### config.mk
export PLATFORM = sky130hd
export DESIGN_NAME = uart_frame_loader_flat
export DESIGN_NICKNAME = d
export VERILOG_FILES = /design/src/rtl/uart_frame_loader_if.sv /design/src/rtl/uart_frame_loader.sv /design/src/flat_wrapper.sv
export SDC_FILE = /design/constraint.sdc
export NUM_CORES = 1
export LEC_CHECK = 0
export CORE_MARGIN = 3
export CORE_UTILIZATION = 40
export DETAILED_ROUTE_END_ITERATION = 7
export DONT_BUFFER_PORTS = 1
export SLEW_MARGIN = 25
export SYNTH_ARGS = -nofsm -noshare
export SYNTH_HDL_FRONTEND = slang
export SYNTH_SLANG_ARGS = --single-unit
### constraint.sdc
create_clock -name clk -period 2.2 [get_ports clk]
set_input_delay 0.22 -clock clk [delete_from_list [all_inputs] [get_ports clk]]
set_output_delay 0.22 -clock clk [all_outputs]
set_load 0.1 [all_outputs]
### src/rtl/uart_frame_loader_if.sv
// Byte-in / pixel-write-out bundle for uart_frame_loader.
//   rx_data/rx_valid : byte stream from uart_rx (valid is a 1-cycle strobe)
//   wr_en/wr_addr/wr_data : pixel RAM write port (1-cycle pulses)
//   frame_ready/frame_ack : verified-frame handoff to the inference core
//   frame_error : 1-cycle pulse on checksum mismatch or inter-byte timeout
//   busy : loader is mid-frame
// master = byte source / frame consumer side, slave = the loader.
interface uart_frame_loader_if #(
  parameter int ADDR_W = 10
) ();
  logic [7:0]        rx_data;
  logic              rx_valid;
  logic              wr_en;
  logic [ADDR_W-1:0] wr_addr;
  logic [7:0]        wr_data;
  logic              frame_ready;
  logic              frame_ack;
  logic              frame_error;
  logic              busy;

  modport master (
    output rx_data, rx_valid, frame_ack,
    input  wr_en, wr_addr, wr_data, frame_ready, frame_error, busy
  );

  modport slave (
    input  rx_data, rx_valid, frame_ack,
    output wr_en, wr_addr, wr_data, frame_ready, frame_error, busy
  );
endinterface

### src/rtl/uart_frame_loader.sv
// Assembles one image frame from a UART byte stream:
//   SYNC_BYTE, NUM_PIXELS pixel bytes (raster order), checksum byte
//   (sum of pixels mod 256). Pixels are written to RAM as they arrive;
//   a matching checksum raises frame_ready until frame_ack, a mismatch or
//   an inter-byte timeout pulses frame_error and drops the frame.
// Ports:
//   clk   : system clock
//   rst_n : synchronous active-low reset
//   bus   : uart_frame_loader_if.slave (rx bytes in, RAM writes and
//           frame status out)
module uart_frame_loader #(
  parameter int          NUM_PIXELS   = 784,
  parameter int          ADDR_W       = 10,
  parameter logic [7:0]  SYNC_BYTE    = 8'hAA,
  parameter int          TIMEOUT_CLKS = 1_000_000,
  parameter int          TO_W         = 20
) (
  input  logic                clk,
  input  logic                rst_n,
  uart_frame_loader_if.slave  bus
);

  localparam logic [ADDR_W-1:0] LAST_IDX = ADDR_W'(NUM_PIXELS - 1);
  localparam logic [TO_W-1:0]   TO_LAST  = TO_W'(TIMEOUT_CLKS - 1);

  typedef enum logic [1:0] {IDLE, PIXELS, CHECK, DONE} state_e;

  state_e            state_q;
  logic [ADDR_W-1:0] idx_q;
  logic [7:0]        sum_q;
  logic [TO_W-1:0]   timer_q;
  logic              wr_en_q;
  logic [ADDR_W-1:0] wr_addr_q;
  logic [7:0]        wr_data_q;
  logic              ready_q;
  logic              error_q;
  logic              busy_q;

  logic [7:0]        sum_d;
  logic              expire;

  assign sum_d  = sum_q + bus.rx_data;
  // A byte arriving in the expiry cycle wins, so expiry requires silence.
  assign expire = !bus.rx_valid && (timer_q == TO_LAST);

  always_ff @(posedge clk) begin
    if (!rst_n) begin
      state_q   <= IDLE;
      idx_q     <= '0;
      sum_q     <= '0;
      timer_q   <= '0;
      wr_en_q   <= 1'b0;
      wr_addr_q <= '0;
      wr_data_q <= '0;
      ready_q   <= 1'b0;
      error_q   <= 1'b0;
      busy_q    <= 1'b0;
    end else begin
      wr_en_q <= 1'b0;
      error_q <= 1'b0;
      case (state_q)
        IDLE: begin
          if (bus.rx_valid && bus.rx_data == SYNC_BYTE) begin
            state_q <= PIXELS;
            idx_q   <= '0;
            sum_q   <= '0;
            timer_q <= '0;
            busy_q  <= 1'b1;
          end
        end
        PIXELS: begin
          if (bus.rx_valid) begin
            wr_en_q   <= 1'b1;
            wr_addr_q <= idx_q;
            wr_data_q <= bus.rx_data;
            sum_q     <= sum_d;
            timer_q   <= '0;
            // idx_q stops at LAST_IDX so the address never runs past the image
            if (idx_q == LAST_IDX) state_q <= CHECK;
            else                   idx_q   <= idx_q + 1'b1;
          end else if (expire) begin
            error_q <= 1'b1;
            state_q <= IDLE;
            busy_q  <= 1'b0;
          end else begin
            timer_q <= timer_q + 1'b1;
          end
        end
        CHECK: begin
          if (bus.rx_valid) begin
            timer_q <= '0;
            busy_q  <= 1'b0;
            if (bus.rx_data == sum_q) begin
              state_q <= DONE;
              ready_q <= 1'b1;
            end else begin
              error_q <= 1'b1;
              state_q <= IDLE;
            end
          end else if (expire) begin
            error_q <= 1'b1;
            state_q <= IDLE;
            busy_q  <= 1'b0;
          end else begin
            timer_q <= timer_q + 1'b1;
          end
        end
        DONE: begin
          // Incoming bytes are dropped here so the held frame stays intact.
          if (bus.frame_ack) begin
            state_q <= IDLE;
            ready_q <= 1'b0;
          end
        end
        default: state_q <= IDLE;
      endcase
    end
  end

  assign bus.wr_en       = wr_en_q;
  assign bus.wr_addr     = wr_addr_q;
  assign bus.wr_data     = wr_data_q;
  assign bus.frame_ready = ready_q;
  assign bus.frame_error = error_q;
  assign bus.busy        = busy_q;

endmodule

### src/flat_wrapper.sv
// flat-port wrapper written by rule: the top's interface ports become plain ports
module uart_frame_loader_flat 
#(
  parameter int          NUM_PIXELS   = 784,
  parameter int          ADDR_W       = 10,
  parameter logic [7:0]  SYNC_BYTE    = 8'hAA,
  parameter int          TIMEOUT_CLKS = 1_000_000,
  parameter int          TO_W         = 20
)
  (clk, rst_n, bus_rx_data, bus_rx_valid, bus_frame_ack, bus_wr_en, bus_wr_addr, bus_wr_data, bus_frame_ready, bus_frame_error, bus_busy);
  uart_frame_loader_if #(.ADDR_W(ADDR_W)) bus_i ();
  input  logic clk;
  input  logic rst_n;
  input wire logic [$bits(bus_i.rx_data)-1:0] bus_rx_data;
  input wire logic [$bits(bus_i.rx_valid)-1:0] bus_rx_valid;
  input wire logic [$bits(bus_i.frame_ack)-1:0] bus_frame_ack;
  output wire logic [$bits(bus_i.wr_en)-1:0] bus_wr_en;
  output wire logic [$bits(bus_i.wr_addr)-1:0] bus_wr_addr;
  output wire logic [$bits(bus_i.wr_data)-1:0] bus_wr_data;
  output wire logic [$bits(bus_i.frame_ready)-1:0] bus_frame_ready;
  output wire logic [$bits(bus_i.frame_error)-1:0] bus_frame_error;
  output wire logic [$bits(bus_i.busy)-1:0] bus_busy;
  assign bus_i.rx_data = bus_rx_data;
  assign bus_i.rx_valid = bus_rx_valid;
  assign bus_i.frame_ack = bus_frame_ack;
  assign bus_wr_en = bus_i.wr_en;
  assign bus_wr_addr = bus_i.wr_addr;
  assign bus_wr_data = bus_i.wr_data;
  assign bus_frame_ready = bus_i.frame_ready;
  assign bus_frame_error = bus_i.frame_error;
  assign bus_busy = bus_i.busy;
  uart_frame_loader #(.NUM_PIXELS(NUM_PIXELS), .ADDR_W(ADDR_W), .SYNC_BYTE(SYNC_BYTE), .TIMEOUT_CLKS(TIMEOUT_CLKS), .TO_W(TO_W)) u_core (.clk(clk), .rst_n(rst_n), .bus(bus_i));
endmodule
Yosys cells after proc, flatten, opt, wreduce, memory -nomap -nowiden --
Index checks and enable logic that the tools add are counted.
Storage, ports and cells: word-level logic and storage cells 80, output and inout bits 22, register bits 62
Cells by class: add/sub/neg operators 3, reductions and logical operators 17, equality and inequality tests 16, multiplexer cells 34
Operators with widths (number):
- $mux W20 | 3
- $pmux W20 S2 | 1
- $mux W10 | 3
- $add A20 B1 Y20 const B | 1
- $eq A20 B20 Y1 const B | 1
- $pmux W10 S2 | 1
- $mux W8 | 2
- $pmux W8 S2 | 1
- $mux W2 | 7
- $mux W1 | 12
- $reduce_and A3 Y1 | 4
- $add A10 B1 Y10 const B | 1
- $eq A10 B10 Y1 const B | 1
- $ne A2 B2 Y1 const B | 5
- $add A8 B8 Y8 | 1
- $eq A8 B8 Y1 | 1
- $eq A8 B8 Y1 const B | 1
- $pmux W2 S4 | 1
- $reduce_and A4 Y1 | 2
- $reduce_bool A2 Y1 | 3
- $eq A2 B2 Y1 const B | 2
- $ne A2 B1 Y1 const B | 2
- $pmux W1 S2 | 2
- $reduce_and A2 Y1 | 2
- 9 further kinds | 10

Depth between registers and ports, before layout --
Gate-level depths: netlist (run 1).
word-level depth 5, gate-level depth with buffers 8, gate-level depth less buffers 7

Least setup slack after synthesis (run 1) --
OpenSTA, ideal clock, no wires.
kind register to register, start reg u_core.timer_q[9], end reg u_core.timer_q[1], buffers on the path 2, setup slack 312 ps, stages on the path, launching flop included 8, arrival time 1760 ps, cell sequence dfxtp_1 -> nor4bb_1 -> nand4_1 -> o311ai_1 -> clkbuf_1 -> buf_2 -> mux2i_1 -> nor2_1
Between the ends: longest elaborated chain between the ends 4
RTL lines:
- start, declared | line uart_frame_loader.sv:31 | logic [TO_W-1:0] timer_q;
- start signal, assigned | line uart_frame_loader.sv:86 | timer_q <= timer_q + 1'b1;
- start signal, assigned | line uart_frame_loader.sv:105 | timer_q <= timer_q + 1'b1;
- $eq A20 B20 Y1 | line uart_frame_loader.sv:44 | assign expire = !bus.rx_valid && (timer_q == TO_LAST);
- $logic_and A1 B1 Y1 | line uart_frame_loader.sv:44
- $ne A3 B3 Y1 (no source line)
- $reduce_and A3 Y1 (no source line)
Every way passes these cells. A chain may end at the register's enable or synchronous reset.

Final worst setup path (run 1) --
start reg u_core.sum_q[0], end reg u_core.sum_q[6]
Between the ends: longest elaborated chain between the ends 3
RTL lines:
- start, declared | line uart_frame_loader.sv:30 | logic [7:0] sum_q;
- start signal, assigned | line uart_frame_loader.sv:76 | sum_q <= sum_d;
- $add A8 B8 Y8 | line uart_frame_loader.sv:42 | assign sum_d = sum_q + bus.rx_data;
- $mux W8 | line uart_frame_loader.sv:72 | if (bus.rx_valid) begin
- $pmux W8 S2 | line uart_frame_loader.sv:61 | case (state_q)
Every way passes these cells. The select of a mux whose other input is x is not followed.

==> results.txt, run 1 <==
* Detailed-routed wire length on met2: 3350 µm
- Routed via count divided by cell count: 5.58
* Diodes inserted: 0
* Antenna violations before repair: 0
* Design area: 3810 µm²
* Maximum clock skew at final layout: 9.59 ps
- Across all register-to-register paths, the minimum setup slack is 150 ps.
* Clock-pin slew on the worst setup and hold paths: 70 ps
- Number of standard-cell rows in the floorplan: 32
* Detailed placer's ending HPWL: 5670 µm
- Wire length of the first global-routing pass: 13200 µm
- Core region area: 7810 µm²
- Entering global routing, the biggest net connects 39 pins.
- The number of gates resized after CTS was 0.
- Clock network latency to the later pin of the worst-skew pair: 340 ps
* Maximum fanout encountered on the critical timing path: 3
- Counting distinct cell types in the post-synthesis netlist gives 54.
- During synthesis, Yosys emitted a total of 0 warnings.
- Gp weighted congestion: 0.824
- Post-route ant nets: 0
* Filler Cell Count: 787
- The count of buffers added on input and output ports is 0.
- The count of pins over their slew limit is 0.
* Worst slew margin relative to its limit: 68.8%
- Global-route usage over all layers: 18.2%
- For this run, the register share of the synthesized area comes to 38.1%.
- At the worst endpoint, the required time is 2490 ps.
- Worst ir drop on vdd: 0.246 mV
- Count of placed standard cells in the final layout, fillers left out: 538
- Startpoint type of the worst setup path: flop
- Measured in cells, the most critical reg-to-reg path has a length of 7.
* Average detailed-routed wire length per instance: 14.6 µm
* Maximum number of buffers from clock root to sink: 2
- Count of mapped cells out of synthesis: 402
- Pin placement for this block handled 34 I/O pins.
* Net count reported at finish: 458
- Iteration-0 DRC count of the detailed router: 160
* 1st-pass router iterations: 4
* Yosys reg bits: 62
- Area taken by flip-flops and latches: 1240 µm²
- Counting flops with a built-in enable in the synthesized netlist gives 0.
- In this run the vertical extent of the chip is 96.2 µm.
* R2r endpoint: u_core.sum_q[6]
- The smallest clock period supported by the final layout is computed as 2050 ps.
- Post-detailed-routing wire length: 7850 µm
- WP data arrival: 2340 ps
- Number of global-route vias before repair: 2708
* Post-route fraction of the period consumed by the critical path: 93.2%
- Number of clock buffers inserted by TritonCTS: 9
* Number of clock sinks seen by CTS: 62
- Based on the critical path, the design can be clocked at up to 0.488 GHz.
- Hold Path Depth: 1
* Max Used Layer: met4
- Sum of buffers and inverters on the critical path: 0
- Sink of the worst hold path: u_core.state_q[0]
- Setup repair after global routing missed its margin: false
- Fraction of layout cells with a size suffix above 1: 13.5%
- Final hold violation count: 0
- Max-cap violations in this run came to 0.
- Die outline area: 9250 µm²
- Among all flip-flop cells after synthesis, the most frequent one is dfxtp_1.
- Critical path, cell by cell: ha_1, fa_1, a21o_1, a21oi_1, nor2b_1, o311ai_0, a32o_1
* Clock tree from TritonCTS: built
* Worst Max-Slew Pin Slew: 461 ps
- Compared with the post-synthesis result, the final layout area differs by 17.1%.
- Post-route DRC violation count: 0
- Endpoint class of the critical path: flop
* Number of nets produced by synthesis: 428
* Power per standard cell area: 652 nW/µm²
- Slowest stage delay, CP: 400 ps
* CTS H-Tree Depth: 3
- Width of the die: 96.2 µm
* Post-Place Cell Area: 3570 µm²
* Status: finished, final reports clean
- Post-synthesis instance area: 3250 µm²
- The detailed router put a total of 3920 µm of wire on met1.
* Reg2Reg Launch Point: u_core.sum_q[0]
- Summing all multi-input logic gate instances after layout gives 1910 µm².
* Vias post-DR: 3004
* Total placed cells including tap cells: 517
- Hold path startpoint: rst_n
- Once the floorplan was initialized, standard cells occupied 41.7% of the core.
- The cell sitting at the root of the clock tree is a clkbuf_8.
- Global routing finished with a remaining overflow of 0.
- CP top delay family: compound AO/OA/AOI/OAI gates
- Routed wire length on met3: 383 µm
* Leakage power: 1.38 nW
- Async SR Flop Fraction: 0%
- Syn avg cell area: 8.10 µm²
* Cell with the largest stage delay on the worst path: fa_1
* Total Negative Setup Slacks: 0 ps
* Path category of the worst min-delay check: input port to flop
- Final setup violation count: 0
- The critical path is of the flop to flop type.
per-layer routing:
layer / global-route usage (%) / vias up
li1: - / 1532
met1: 24.8 / 1390
met2: 27.1 / 65
met3: 3.99 / 17
met4: 8.53 / 0
met5: 0 / -
through the flow:
step	total power [mW]	util [%]	worst slack, ps	hold WS [ps]
finish	2.49	48.8	150	15.9
floorplan	1.42	-	312	356
global route	2.60	48.8	37.3	3.74
CTS	2.50	48.4	31.8	2.50
detailed placement	1.51	45.8	-102	349
global placement	1.50	45.8	-30.6	348
cells by family after synthesis:
kind of cell,Yosys count,share of synthesized area (%)
buffers and inverters,31,3.81
AO/OA/AOI/OAI,100,19.6
multiplexers,1,0.308
flip-flops,62,38.1
XOR/XNOR,13,3.50
adder cells (fa/ha/maj),14,5.61
AND/OR/NAND/NOR,181,29.0
state kept, by name, indices dropped and copies added (netlist names):
register	count
u_core.timer_q	20
u_core.bus.wr_addr	10
u_core.idx_q	10
u_core.bus.wr_data	8
u_core.sum_q	8
u_core.state_q	2
u_core.bus.busy	1
u_core.bus.frame_error	1
u_core.bus.frame_ready	1
u_core.bus.wr_en	1
final cells by class:
cell class	instances	share of cell area, %
inverter	12	1.18
clock inverter	4	1.25
clock buffer	11	3.71
timing repair buffer	38	7.94
tap	102	3.35
multi-input combinational	309	50.0
sequential	62	32.6
synthesized netlist by cell type, types with 3 or more instances:
master,instances,area [µm²]
xor2_1,11,96.3
nor4_1,4,25.0
inv_1,11,41.3
a21oi_1,46,230
o41ai_1,3,26.3
nand2_1,66,248
nand3_1,22,110
clkbuf_1,14,52.6
ha_1,13,163
nand2b_1,3,18.8
nor2_1,18,67.6
dfxtp_1,62,1240
nor2b_1,4,25.0
o211ai_1,6,45.0
o31ai_1,5,37.5
o21ai_0,14,70.1
nor3_1,5,25.0
a31oi_1,4,25.0
buf_2,3,15.0
nand4_1,12,75.1
nand3b_1,4,30.0
and2_1,7,43.8
or3_1,10,62.6
and3_1,7,43.8
or4_1,10,75.1
worst reg2reg max path: stages (launching register included):
cell,delay (ps)
dfxtp_1,330
ha_1,210
fa_1,410
a21o_1,170
a21oi_1,290
nor2b_1,80
o311ai_0,350
a32o_1,170
power breakdown:
group	internal (mW)	switching (mW)	leakage [nW]	total [mW]
logic	0.112	0.239	0.786	0.351
clock network	0.544	0.442	0.0952	0.986
registers	1.14	0.0116	0.500	1.15
worst max path at each step:
stage	startpoint	endpoint	slack (ps)	cells after the start
2_1_floorplan	u_core.timer_q[9]	u_core.timer_q[1]	310	7
3_3_place_gp	bus_rx_data[6]	u_core.timer_q[9]	-30	6
3_5_place_dp	bus_rx_data[6]	u_core.timer_q[10]	-100	6
4_1_cts	u_core.state_q[0]	u_core.timer_q[10]	30	7
5_1_grt	u_core.sum_q[0]	u_core.sum_q[6]	40	7
6_report	u_core.sum_q[0]	u_core.sum_q[6]	150	7
cell usage in the layout (no fill, tap or decap), types with 6 or more instances in the layout:
cell       n
nand2_1   66
dfxtp_1   62
a21oi_1   46
buf_4     35
nand3_1   22
nor2_1    18
o21ai_0   14
ha_1      13
nand4_1   12
inv_1     11
xor2_1    11
or4_1     10
or3_1     10
clkbuf_8  10
and3_1     7
and2_1     7
o211ai_1   6
timing repair:
action | CTS | global route
setup endpoints to repair | 0 | 8
hold buffers | 2 | 0
buffers inserted | 0 | 4
endpoints found under the hold margin | 2 | 0
Note: power is estimated with default switching activity, not from simulation.
==> run 2: changes to the inputs <==
Settings changed: CELL_PAD_IN_SITES_DETAIL_PLACEMENT set to 2, CELL_PAD_IN_SITES_GLOBAL_PLACEMENT set to 2, CORE_UTILIZATION 40 to 38, PLACE_DENSITY_LB_ADDON set to 0.1, RECOVER_POWER set to 25.
==> run 2 against run 1 <==
Largest cell class unchanged. Cell area is 0.30% lower. Critical path type unchanged. Non-clock buffer count is 4 higher. Critical path depth stayed put. Combinational power is essentially flat. Fmax grew 0.83%. Clock-buffer cell count shrank 2. Total power grew 1.1%. Die area up 4.9%. Largest power group unchanged. Routed wire length grew 29%. Clock power about the same. Global-route usage is 3.7 points higher.
==> results.txt, run 2 (same netlist as run 1, synthesis figures left out) <==
- Upper clock frequency limit: 0.492 GHz
- In this run the critical register-to-register path is launched from u_core.state_q[0].
* Fraction of layout cells with a size suffix above 1: 11.6%
- The slowest stage of the critical path is the or4_1 cell.
* Cell repeated most along the worst path: inv_1
- Leading cell types in the layout, fill and taps excluded: nand2_1 (66), dfxtp_1 (61), a21oi_1 (45), nand3_1 (22)
- For this block, the routed nets add up to 10100 µm of wire.
* Endpoint class of the critical path: flop
- In this run the vertical extent of the chip is 98.5 µm.
* Power per standard cell area: 662 nW/µm²
- Area occupied by multi-input gates: 1930 µm²
- Final setup violation count: 0
- Across the VDD grid, the largest voltage drop is 0.359 mV.
- TritonCTS created 9 clock buffers.
* Diodes inserted: 0
- Leakage power: 1.33 nW
* Number of clock sinks seen by CTS: 62
- Once the floorplan was initialized, standard cells occupied 39.4% of the core.
- The register with the most flip-flops in the layout has 20 of them.
* Number of cells traversed by the worst register-to-register path: 7
- The worst setup path is of the flop to flop kind.
- Max-capacitance violation count: 0
- Sink of the worst hold path: u_core.bus.wr_data[6]
- Entering global routing, the biggest net connects 39 pins.
- Summing all flip-flop and latch instances after layout gives 1240 µm².
- Remaining Overflow, GRT: 0
- The filler cells instantiated in the layout total 964.
- Clock latency on the worst-skew pair, taken at its later pin, is 340 ps.
- Vias post-DR: 3125
- Clock tree from TritonCTS: built
* Path category of the worst min-delay check: input port to flop
* Hold Path Depth: 2
* Global-route usage over all layers: 21.9%
- Maximum fanout encountered on the critical timing path: 38
- Design area: 3800 µm²
- Of the total power, registers draw 45.7%.
- Core region area: 8260 µm²
* Iteration-0 DRC count of the detailed router: 55
* Post-route fraction of the period consumed by the critical path: 92.4%
- Fraction of power spent switching nets: 30.0%
* Data required time of the worst path: 2460 ps
* R2r endpoint: u_core.timer_q[13]
- Top-level I/O count: 34
* Fraction of power consumed by the clock network: 40.5%
* Layout Area Growth over Synthesis: 16.8%
- On the worst path, the slowest cell contributes a delay of 470 ps.
- For this run, the post-layout net count is 462.
* Critical path, cell by cell: inv_1, ha_1, inv_1, o311ai_4, buf_12, or4_1, a21oi_1
- Wire length of the first global-routing pass: 17300 µm
* Post-Place Cell Area: 3640 µm²
- After detailed routing, the number of vias per cell comes to 5.72.
- The worst path meets setup with 167 ps of slack.
- Before antenna repair, the detailed router went through 5 iterations.
* Worst slew margin relative to its limit: 18.9%
- The die covers 9710 µm².
- Status: finished, final reports clean
- Cell internal power was estimated by the tool at 1.76 mW.
* Min Tclk post-route: 2030 ps
- Width of the die: 98.5 µm
- For this design the total switching power over the nets is 0.754 mW.
* Worst Max-Slew Pin Slew: 1220 ps
- The final hold violation count is 0.
- The count of nets left with antenna violations once routing finished came out at 0.
* Post-route DRC violation count: 0
* Maximum clock skew at final layout: 9.47 ps
- Clock-pin slew on the worst setup and hold paths: 80 ps
- In the final routed layout, each cell accounts on average for 18.5 µm.
- Setup bufs post-CTS: 0
- Combinational cells account for 13.8% of the total power.
- Timing analysis after detailed placement gives a worst setup slack of 108 ps.
* Gp weighted congestion: 0.793
- Setup slack on the worst reg-to-reg path comes out at 170 ps.
- The via count of the first global-routing pass came to 3380.
- Number of standard-cell rows in the floorplan: 33
- WP data arrival: 2290 ps
- Detailed placement finished with a half-perimeter wire length of 7410 µm.
- CTS H-Tree Depth: 3
- Leaving out fill and tap cells, the most frequent cell in the layout is nand2_1.
- Maximum number of buffers from clock root to sink: 2
* Clock root buffer master: clkbuf_8
- Antenna violations before repair: 0
- Total Negative Setup Slacks: 0 ps
- The worst hold path begins at bus_rx_data[6].
- Setup repair after global routing left no endpoint under its margin.
* Register containing the most flip-flops in the final layout: u_core.timer_q
- Startpoint type of the worst setup path: flop
- The count of pins over their slew limit is 0.
- Port bufs: 0
run 2: metrics by stage:
step           hold WS (ps)  cells  utilization [%]  power (mW)
4_1_cts              0.0847    546             46.7        2.56
3_3_place_gp            345    529             44.1        1.52
3_5_place_dp            345    529             44.1        1.53
5_1_grt                13.6    546             46.0        2.64
6_report               11.2    546             46.0        2.52
2_1_floorplan           356    402                -        1.42
run 2: per-layer routing:
metal  global-route usage, %  wire length, µm  up-vias
li1                        -                -     1533
met1                    28.3             4640     1546
met2                    38.3             5060       40
met3                    3.40              311        6
met4                    5.25               70        0
met5                       0                0        -
run 2: power by group through the flow:
stage / Combinational [mW] / Clock [mW] / Sequential [mW]
after floorplan: 0.187 / 0 / 1.24
after global placement: 0.343 / 0 / 1.17
after detailed placement: 0.352 / 0 / 1.18
after CTS: 0.357 / 1.05 / 1.15
after global routing: 0.384 / 1.10 / 1.15
final: 0.348 / 1.02 / 1.15
run 2: timing repair:
action                                 CTS  global route
hold buffers                             1             0
endpoints found under the hold margin    2             0
gates resized for setup                  0             5
setup endpoints to repair                0            10
run 2: area by class of cell:
type | instances | area share (%)
tap | 105 | 3.46
clock buffer | 9 | 3.26
clock inverter | 7 | 1.94
sequential | 62 | 32.7
inverter | 12 | 1.18
multi-input combinational | 309 | 50.8
timing repair buffer | 42 | 6.71
run 2: how the worst max path moves through the flow:
stage	from	endpoint	slack (ps)	cells past startpoint
after floorplan	u_core.timer_q[9]	u_core.timer_q[1]	310	7
after global placement	u_core.sum_q[0]	u_core.sum_q[6]	140	7
after detailed placement	u_core.sum_q[3]	u_core.bus.frame_ready	110	6
after CTS	u_core.sum_q[3]	u_core.bus.frame_ready	110	6
after global routing	u_core.timer_q[16]	u_core.timer_q[8]	6	6
final	u_core.state_q[0]	u_core.timer_q[13]	170	7
run 2: worst max-delay path: cells and delay by family (launching register included):
kind / cells / cell delay, ps
AND/OR/NAND/NOR: 1 / 470
buffers and inverters: 3 / 460
flip-flops: 1 / 360
adder cells (fa/ha/maj): 1 / 340
AO/OA/AOI/OAI: 2 / 310
